`src/rtl/bfs_enq_packer.sv`:
```
// BFS frontier enqueue packer: pairs 32-bit node IDs into 64-bit queue words.
// Ports: in_* beat stream, flush/flush_done drain handshake, queue_full
// backpressure, enq_req/enq_data queue write, busy, enq_count ID total.
module bfs_enq_packer #(
    parameter int HOLD_TIMEOUT = 16,
    parameter int COUNT_W      = 32
) (
    input  logic               clk,
    input  logic               rst_n,
    input  logic               in_valid,
    input  logic [31:0]        in_data,
    output logic               in_ready,
    input  logic               flush,
    output logic               flush_done,
    input  logic               queue_full,
    output logic [1:0]         enq_req,
    output logic [63:0]        enq_data,
    output logic               busy,
    output logic [COUNT_W-1:0] enq_count
);

    localparam int TW = (HOLD_TIMEOUT > 0) ? $clog2(HOLD_TIMEOUT + 1) : 1;
    localparam bit TMO_EN = (HOLD_TIMEOUT > 0);
    localparam logic [TW-1:0] T_MAX  = TW'(HOLD_TIMEOUT);
    localparam logic [TW-1:0] T_FIRE = TMO_EN ? TW'(HOLD_TIMEOUT - 1) : '0;

    typedef enum logic [1:0] {
        RUN   = 2'd0,
        DRAIN = 2'd1,
        DONE  = 2'd2
    } state_t;

    state_t             state_q, state_d;
    logic               h_valid_q, h_valid_d;
    logic [31:0]        h_data_q, h_data_d;
    logic               o_valid_q, o_valid_d;
    logic [1:0]         o_req_q, o_req_d;
    logic [63:0]        o_data_q, o_data_d;
    logic [TW-1:0]      timer_q, timer_d;
    logic [COUNT_W-1:0] count_q, count_d;

    logic fire;
    logic o_free;
    logic accept;

    assign fire   = o_valid_q & ~queue_full;
    // O can take a new word if empty or being drained this cycle
    assign o_free = ~o_valid_q | ~queue_full;
    assign in_ready = rst_n & (state_q == RUN) & (~h_valid_q | o_free);
    assign accept = in_valid & in_ready;

    always_comb begin
        state_d   = state_q;
        h_valid_d = h_valid_q;
        h_data_d  = h_data_q;
        o_valid_d = o_valid_q;
        o_req_d   = o_req_q;
        o_data_d  = o_data_q;
        timer_d   = timer_q;
        count_d   = count_q;

        if (fire) begin
            o_valid_d = 1'b0;
            count_d   = count_q + ((o_req_q == 2'b11) ? COUNT_W'(2) : COUNT_W'(1));
        end

        if (h_valid_q && !accept && timer_q != T_MAX) begin
            timer_d = timer_q + TW'(1);
        end

        unique case (state_q)
            RUN: begin
                if (accept) begin
                    if (h_valid_q) begin
                        o_valid_d = 1'b1;
                        o_req_d   = 2'b11;
                        o_data_d  = {h_data_q, in_data};
                        h_valid_d = 1'b0;
                    end else begin
                        h_valid_d = 1'b1;
                        h_data_d  = in_data;
                        timer_d   = '0;
                    end
                end else if (TMO_EN && h_valid_q && timer_q >= T_FIRE && o_free) begin
                    // lone ID waited long enough: push it alone
                    o_valid_d = 1'b1;
                    o_req_d   = 2'b01;
                    o_data_d  = {32'h0, h_data_q};
                    h_valid_d = 1'b0;
                end
                if (flush) begin
                    state_d = DRAIN;
                end
            end
            DRAIN: begin
                if (h_valid_q && o_free) begin
                    o_valid_d = 1'b1;
                    o_req_d   = 2'b01;
                    o_data_d  = {32'h0, h_data_q};
                    h_valid_d = 1'b0;
                end
                if (!h_valid_q && !o_valid_q) begin
                    state_d = DONE;
                end
            end
            DONE: begin
                state_d = RUN;
            end
            default: begin
                state_d = RUN;
            end
        endcase
    end

    always_ff @(posedge clk) begin
        if (!rst_n) begin
            state_q   <= RUN;
            h_valid_q <= 1'b0;
            h_data_q  <= '0;
            o_valid_q <= 1'b0;
            o_req_q   <= 2'b00;
            o_data_q  <= '0;
            timer_q   <= '0;
            count_q   <= '0;
        end else begin
            state_q   <= state_d;
            h_valid_q <= h_valid_d;
            h_data_q  <= h_data_d;
            o_valid_q <= o_valid_d;
            o_req_q   <= o_req_d;
            o_data_q  <= o_data_d;
            timer_q   <= timer_d;
            count_q   <= count_d;
        end
    end

    assign enq_req    = fire ? o_req_q : 2'b00;
    assign enq_data   = o_data_q;
    assign flush_done = (state_q == DONE);
    assign busy       = h_valid_q | o_valid_q | (state_q != RUN);
    assign enq_count  = count_q;

endmodule

```
`config.mk`:
```
export PLATFORM = sky130hd
export DESIGN_NAME = bfs_enq_packer
export DESIGN_NICKNAME = d
export VERILOG_FILES = /design/src/rtl/bfs_enq_packer.sv
export SDC_FILE = /design/constraint.sdc
export NUM_CORES = 1
export LEC_CHECK = 0
export ABC_AREA = 1
export ABC_CLOCK_PERIOD_IN_PS = 2450
export CAP_MARGIN = 20
export CORE_ASPECT_RATIO = 1.4
export CORE_MARGIN = 2
export CORE_UTILIZATION = 51
export DETAILED_ROUTE_END_ITERATION = 12
export PLACE_DENSITY = 0.9
export SLEW_MARGIN = 40
export SYNTH_ARGS = -nofsm -noshare
export SYNTH_HDL_FRONTEND = slang
export SYNTH_SLANG_ARGS = --single-unit
```
`constraint.sdc`:
```
create_clock -name clk -period 2.45 [get_ports clk]
set_input_delay 0.735 -clock clk [delete_from_list [all_inputs] [get_ports clk]]
set_output_delay 0.735 -clock clk [all_outputs]
set_load 0.05 [all_outputs]
```
After elaboration in Yosys (flattened, before gate mapping)
Index checks and enable logic that the tools add are counted.
{"block": "word_totals", "regBits": 139, "inputBits": 37, "out_inout_bits": 101, "word_cells": 77}
{"block": "op_classes", "add_sub_neg": 2, "magnitude_cmp": 1, "n_eq_ne": 9, "mux": 30, "bitwise_logic": 11, "n_reduce_logical": 16}
{"operator": "$mux W64", "count": 4}
{"operator": "$pmux W64 S2", "count": 1}
{"operator": "$add A32 B2 Y32", "count": 1}
{"operator": "$mux W5", "count": 4}
{"operator": "$mux W2", "count": 8}
{"operator": "$mux W1", "count": 9}
{"operator": "$pmux W2 S2", "count": 2}
{"operator": "$logic_and A1 B1 Y1", "count": 6}
{"operator": "$ne A2 B2 Y1 const B", "count": 3}
{"operator": "$reduce_and A3 Y1", "count": 2}
{"operator": "$add A5 B1 Y5 const B", "count": 1}
{"operator": "$ge A5 B4 Y1 const B", "count": 1}
{"operator": "$ne A5 B5 Y1 const B", "count": 1}
{"operator": "$and A1 B1 Y1", "count": 4}
{"operator": "$eq A2 B2 Y1 const B", "count": 2}
{"operator": "$or A1 B1 Y1", "count": 4}
{"operator": "$pmux W1 S2", "count": 2}
{"operator": "$reduce_and A4 Y1", "count": 1}
{"operator": "$reduce_bool A2 Y1", "count": 2}
{"operator": "$logic_not A1 Y1", "count": 3}
{"operator": "$ne A3 B2 Y1 const B", "count": 1}
{"operator": "$ne A3 B3 Y1 const B", "count": 1}
{"operator": "$not A1 Y1", "count": 3}
{"operator": "$eq A2 B1 Y1 const B", "count": 1}
{"operator": "2 further kinds", "count": 2}

Depth between registers and ports, before layout
{"block": "logic_depth", "depth_word": 12, "depth_mapped": 13, "ltp_nobuf": 13}

Worst setup path after synthesis
OpenSTA, ideal clock, no wires.
{"block": "synth_timing", "path_kind": "register to register", "from": "reg count_q[0] (netlist: enq_count[0])", "to": "reg count_q[16] (netlist: enq_count[16])", "setup_time_ps": 128, "arrival_ps": 2176, "required_time_ps": 2322, "path_slack_ps": 146, "stages_incl_launch_ff": 12, "path_buffers": 0, "synth_period_minus_slack_ps": 2304, "cell_sequence": "dfxtp_1 > ha_1 > inv_1 > fa_1 > inv_1 > nand3_1 > nor2_2 > nand3_2 > nor2_2 > nand3_1 > nand2_1 > nor2_1"}
{"block": "synth_via", "elab_chain_len": 1}
{"item": "from (decl)", "line_no": "40", "source": "logic [COUNT_W-1:0] count_q, count_d;"}
{"item": "from (signal assigned)", "line_no": "133", "source": "count_q <= count_d;"}
{"item": "$add A32 B2 Y32", "line_no": "64", "source": "count_d = count_q + ((o_req_q == 2'b11) ? COUNT_W'(2) : COUNT_W'(1));"}
No other way between the ends.
A chain may end at the register's enable or synchronous reset.

Final worst setup path
{"block": "layout_timing", "from": "reg count_q[3] (netlist: enq_count[3])", "to": "out enq_count[3]"}
{"item": "to (decl)", "line_no": "19", "source": "output logic [COUNT_W-1:0] enq_count"}
No word-level cell between the ends.

==> results.ini <==
[detailed_routing]
viasPerCell = 5.26
via_count = 6409
wire_per_inst_um = 14.0
initialDrtViolationCount = 473
ant_nets = 0
dr.pass1.iters = 8
drcViolationCount = 0
totalWireLength_um = 17000

[layout]
instances_no_fill = 1219
drive_above_1_share = 0.0812
area_growth_pct = 35.7
diodes = 0
final_common_cell = nand2_1
fill_cells = 898
layout.nets = 1102
design_area_um2 = 8410
final_cell_mix = 307 x nand2_1, 139 x dfxtp_1, 122 x clkdlybuf4s50_1

[clocking]
cts_sinks = 139
insertion_delay_ps = 410
root_buffer = clkbuf_16
clock_path_buffers = 2
hold_buffers = 0
path_clk_slew_ps = 60
numCtsBuffers = 17
htree_levels = 4
cts_tree = built

[power]
p_switching_mw = 1.90
cellLeakagePower_nw = 3.37
vdd_drop_max_v = 0.000484
seq_power_share = 0.412
comb_power_share = 0.190
sw_frac_of_total = 0.316
total_power_mw = 6.02
power_frac_clock = 0.397
p_int_mw = 4.12
p_per_area_nw_per_um2 = 716

[outcome]
status = completed

[logic_synthesis]
synth_top_family_by_area = simple AND/OR/NAND/NOR gates
synth-main-ff-cell = dfxtp_1
synth_compound_area_frac = 0.144
ys_seq_area_frac = 0.449
synth-seq-cells = 139
yosysWarnings = 0
syn_avg_cell_area_um2 = 6.76
syn_inst = 916
synth-adder-area-share = 0.0133
syn_nets = 959
synth-edff-count = 0
syn_area_um2 = 6190
synth_simple_gate_area_share = 0.309
muxShareOfSynthArea = 0
synth_xor_area_frac = 0.00707
ys_types = 36
synth-async-reset-ratio = 0

[setup_path]
timing.rr.start = o_req_q[1]
cpLargestDelayFamily = buffers and inverters
critical-path-max-stage-delay_ps = 850
crit_chain = clkdlybuf4s50_1
path_buf_inv = 1
r2r_end = enq_count[16]
worstPathArrival_ps = 1690
cp.required_ps = 1710
endpoint_kind = output pin
crit_cells = 1
reg2regPathDepth = 12
ff2ff_setup_slack_ps = 230
crit_type = reg2out
cp_max_fo = 5
cpMaxStageDelayCell = clkdlybuf4s50_1
crit_path_start = enq_count[3]
cp-start-kind = flip-flop

[timing]
worst_pin_slew_ps = 775
slew_headroom = 0.484
setup_viol = 0
hold_viol = 0
fin_tns_setup_ps = 0
finalCriticalPeriod_ps = 2420
drv_slew = 0
fin_skew_ps = 7.79
finalCritPeriodShare = 0.988
rsz0062_at_grt = no
max_freq_mhz = 413

[floorplan]
die_w_um = 97.1
start_util = 0.524
core_um2 = 11800
die_y_um = 134
die_area_um2 = 13100
io_pins = 138
rows = 47

[flow_run]
cap_viol_max_count = 0

[min_path]
min_path_cells = 2
min_from = enq_data[62]
min_path_type = reg2reg
worstHoldEndpoint = enq_data[62]

[place]
dp_cells = 1186
numPortBuffers = 137
dp_hpwl_um = 11500
place_congestion = 0.887
place_area_um2 = 7820

[global_route]
grt.busiest_layer = met2
use_met3 = 0.0485
antenna_found_initial = 0
use_met1 = 0.286
grt-ovfl-total = 0
grt_pass1_wl_um = 27500
grt_max_degree = 70
grt_usage = 0.258
use_met2 = 0.464
grt_pass1_vias = 6072

[synth_stat cells, drive strengths merged, types with 2 or more instances]
master  number  area [um^2]
nand2      310         1170
o21ai       58          290
nand3       20          128
nand4       10         62.6
nand3b       4         30.0
a21oi      112          564
nor2       121          472
ha           5         62.6
xnor2        2         17.5
dfxtp      139         2780
inv         74          278
and2         2         12.5
clkbuf      16         60.1
xor2         3         26.3
buf         26          138
nor3         4         20.0
[per-stage QoR]
| stage | util | worst slack (ps) | hold WS (ps) |
|---|---|---|---|
| 6_report | 0.711 | 29.4 | 459 |
| 5_1_grt | 0.711 | 2.63 | 476 |
| 4_1_cts | 0.710 | 8.77 | 460 |
| 3_5_place_dp | 0.662 | -115 | 452 |
| 3_3_place_gp | 0.662 | -116 | 449 |
| 2_1_floorplan | - | 146 | 439 |
[logic make-up after synthesis]
group	count (synthesis)
and+or+nand+nor	474
buffers and inverters	117
xor gates and xnor gates	5
AOI/OAI and AO/OA	175
DFF	139
adders and majority gates	6
[sequential cells by signal, indices dropped and copies added (netlist names)]
| signal | count |
|---|---|
| enq_data | 64 |
| enq_count | 32 |
| h_data_q | 32 |
| timer_q | 5 |
| o_req_q | 2 |
| state_q | 2 |
| h_valid_q | 1 |
| o_valid_q | 1 |
[per-layer routing]
metal | up-vias | share of wire | routed length, um
li1 | 3184 | - | -
met1 | 2911 | 0.39 | 6550
met2 | 260 | 0.51 | 8750
met3 | 54 | 0.056 | 958
met4 | 0 | 0.044 | 749
met5 | - | 0 | 0
[timing repair]
action / 4_1_cts / 5_1_grt
gates resized for setup: 4 / 8
endpoints found under the setup margin: 4 / 8
hold endpoints to repair: 0 / 0
pin swaps: 0 / 0
buffers inserted: 1 / 0
[worst max-delay path by stage]
stage	to	slack, ps
after floorplan	enq_count[16]	150
after global placement	in_ready	-120
after detailed placement	in_ready	-120
after CTS	enq_count[26]	9
after global routing	enq_count[14]	3
final	enq_count[3]	30
[area by class of cell]
cell class	instances	area [um^2]	share of cell area
Multi-Input combinational cell	660	2940	0.349
Sequential cell	139	2780	0.331
Timing Repair Buffer	166	1670	0.198
Clock buffer	17	425	0.0506
Inverter	75	282	0.0335
Tap cell	147	184	0.0219
Clock inverter	15	130	0.0155
[power groups by stage]
stage / registers [mW] / logic, mW / clock network [mW]
finish: 2.48 / 1.15 / 2.39
global route: 2.50 / 1.24 / 2.52
CTS: 2.48 / 1.15 / 2.42
detailed placement: 2.53 / 1.14 / 0
global placement: 2.53 / 1.12 / 0
floorplan: 2.78 / 0.484 / 0
(Power assumes the default switching activity.)
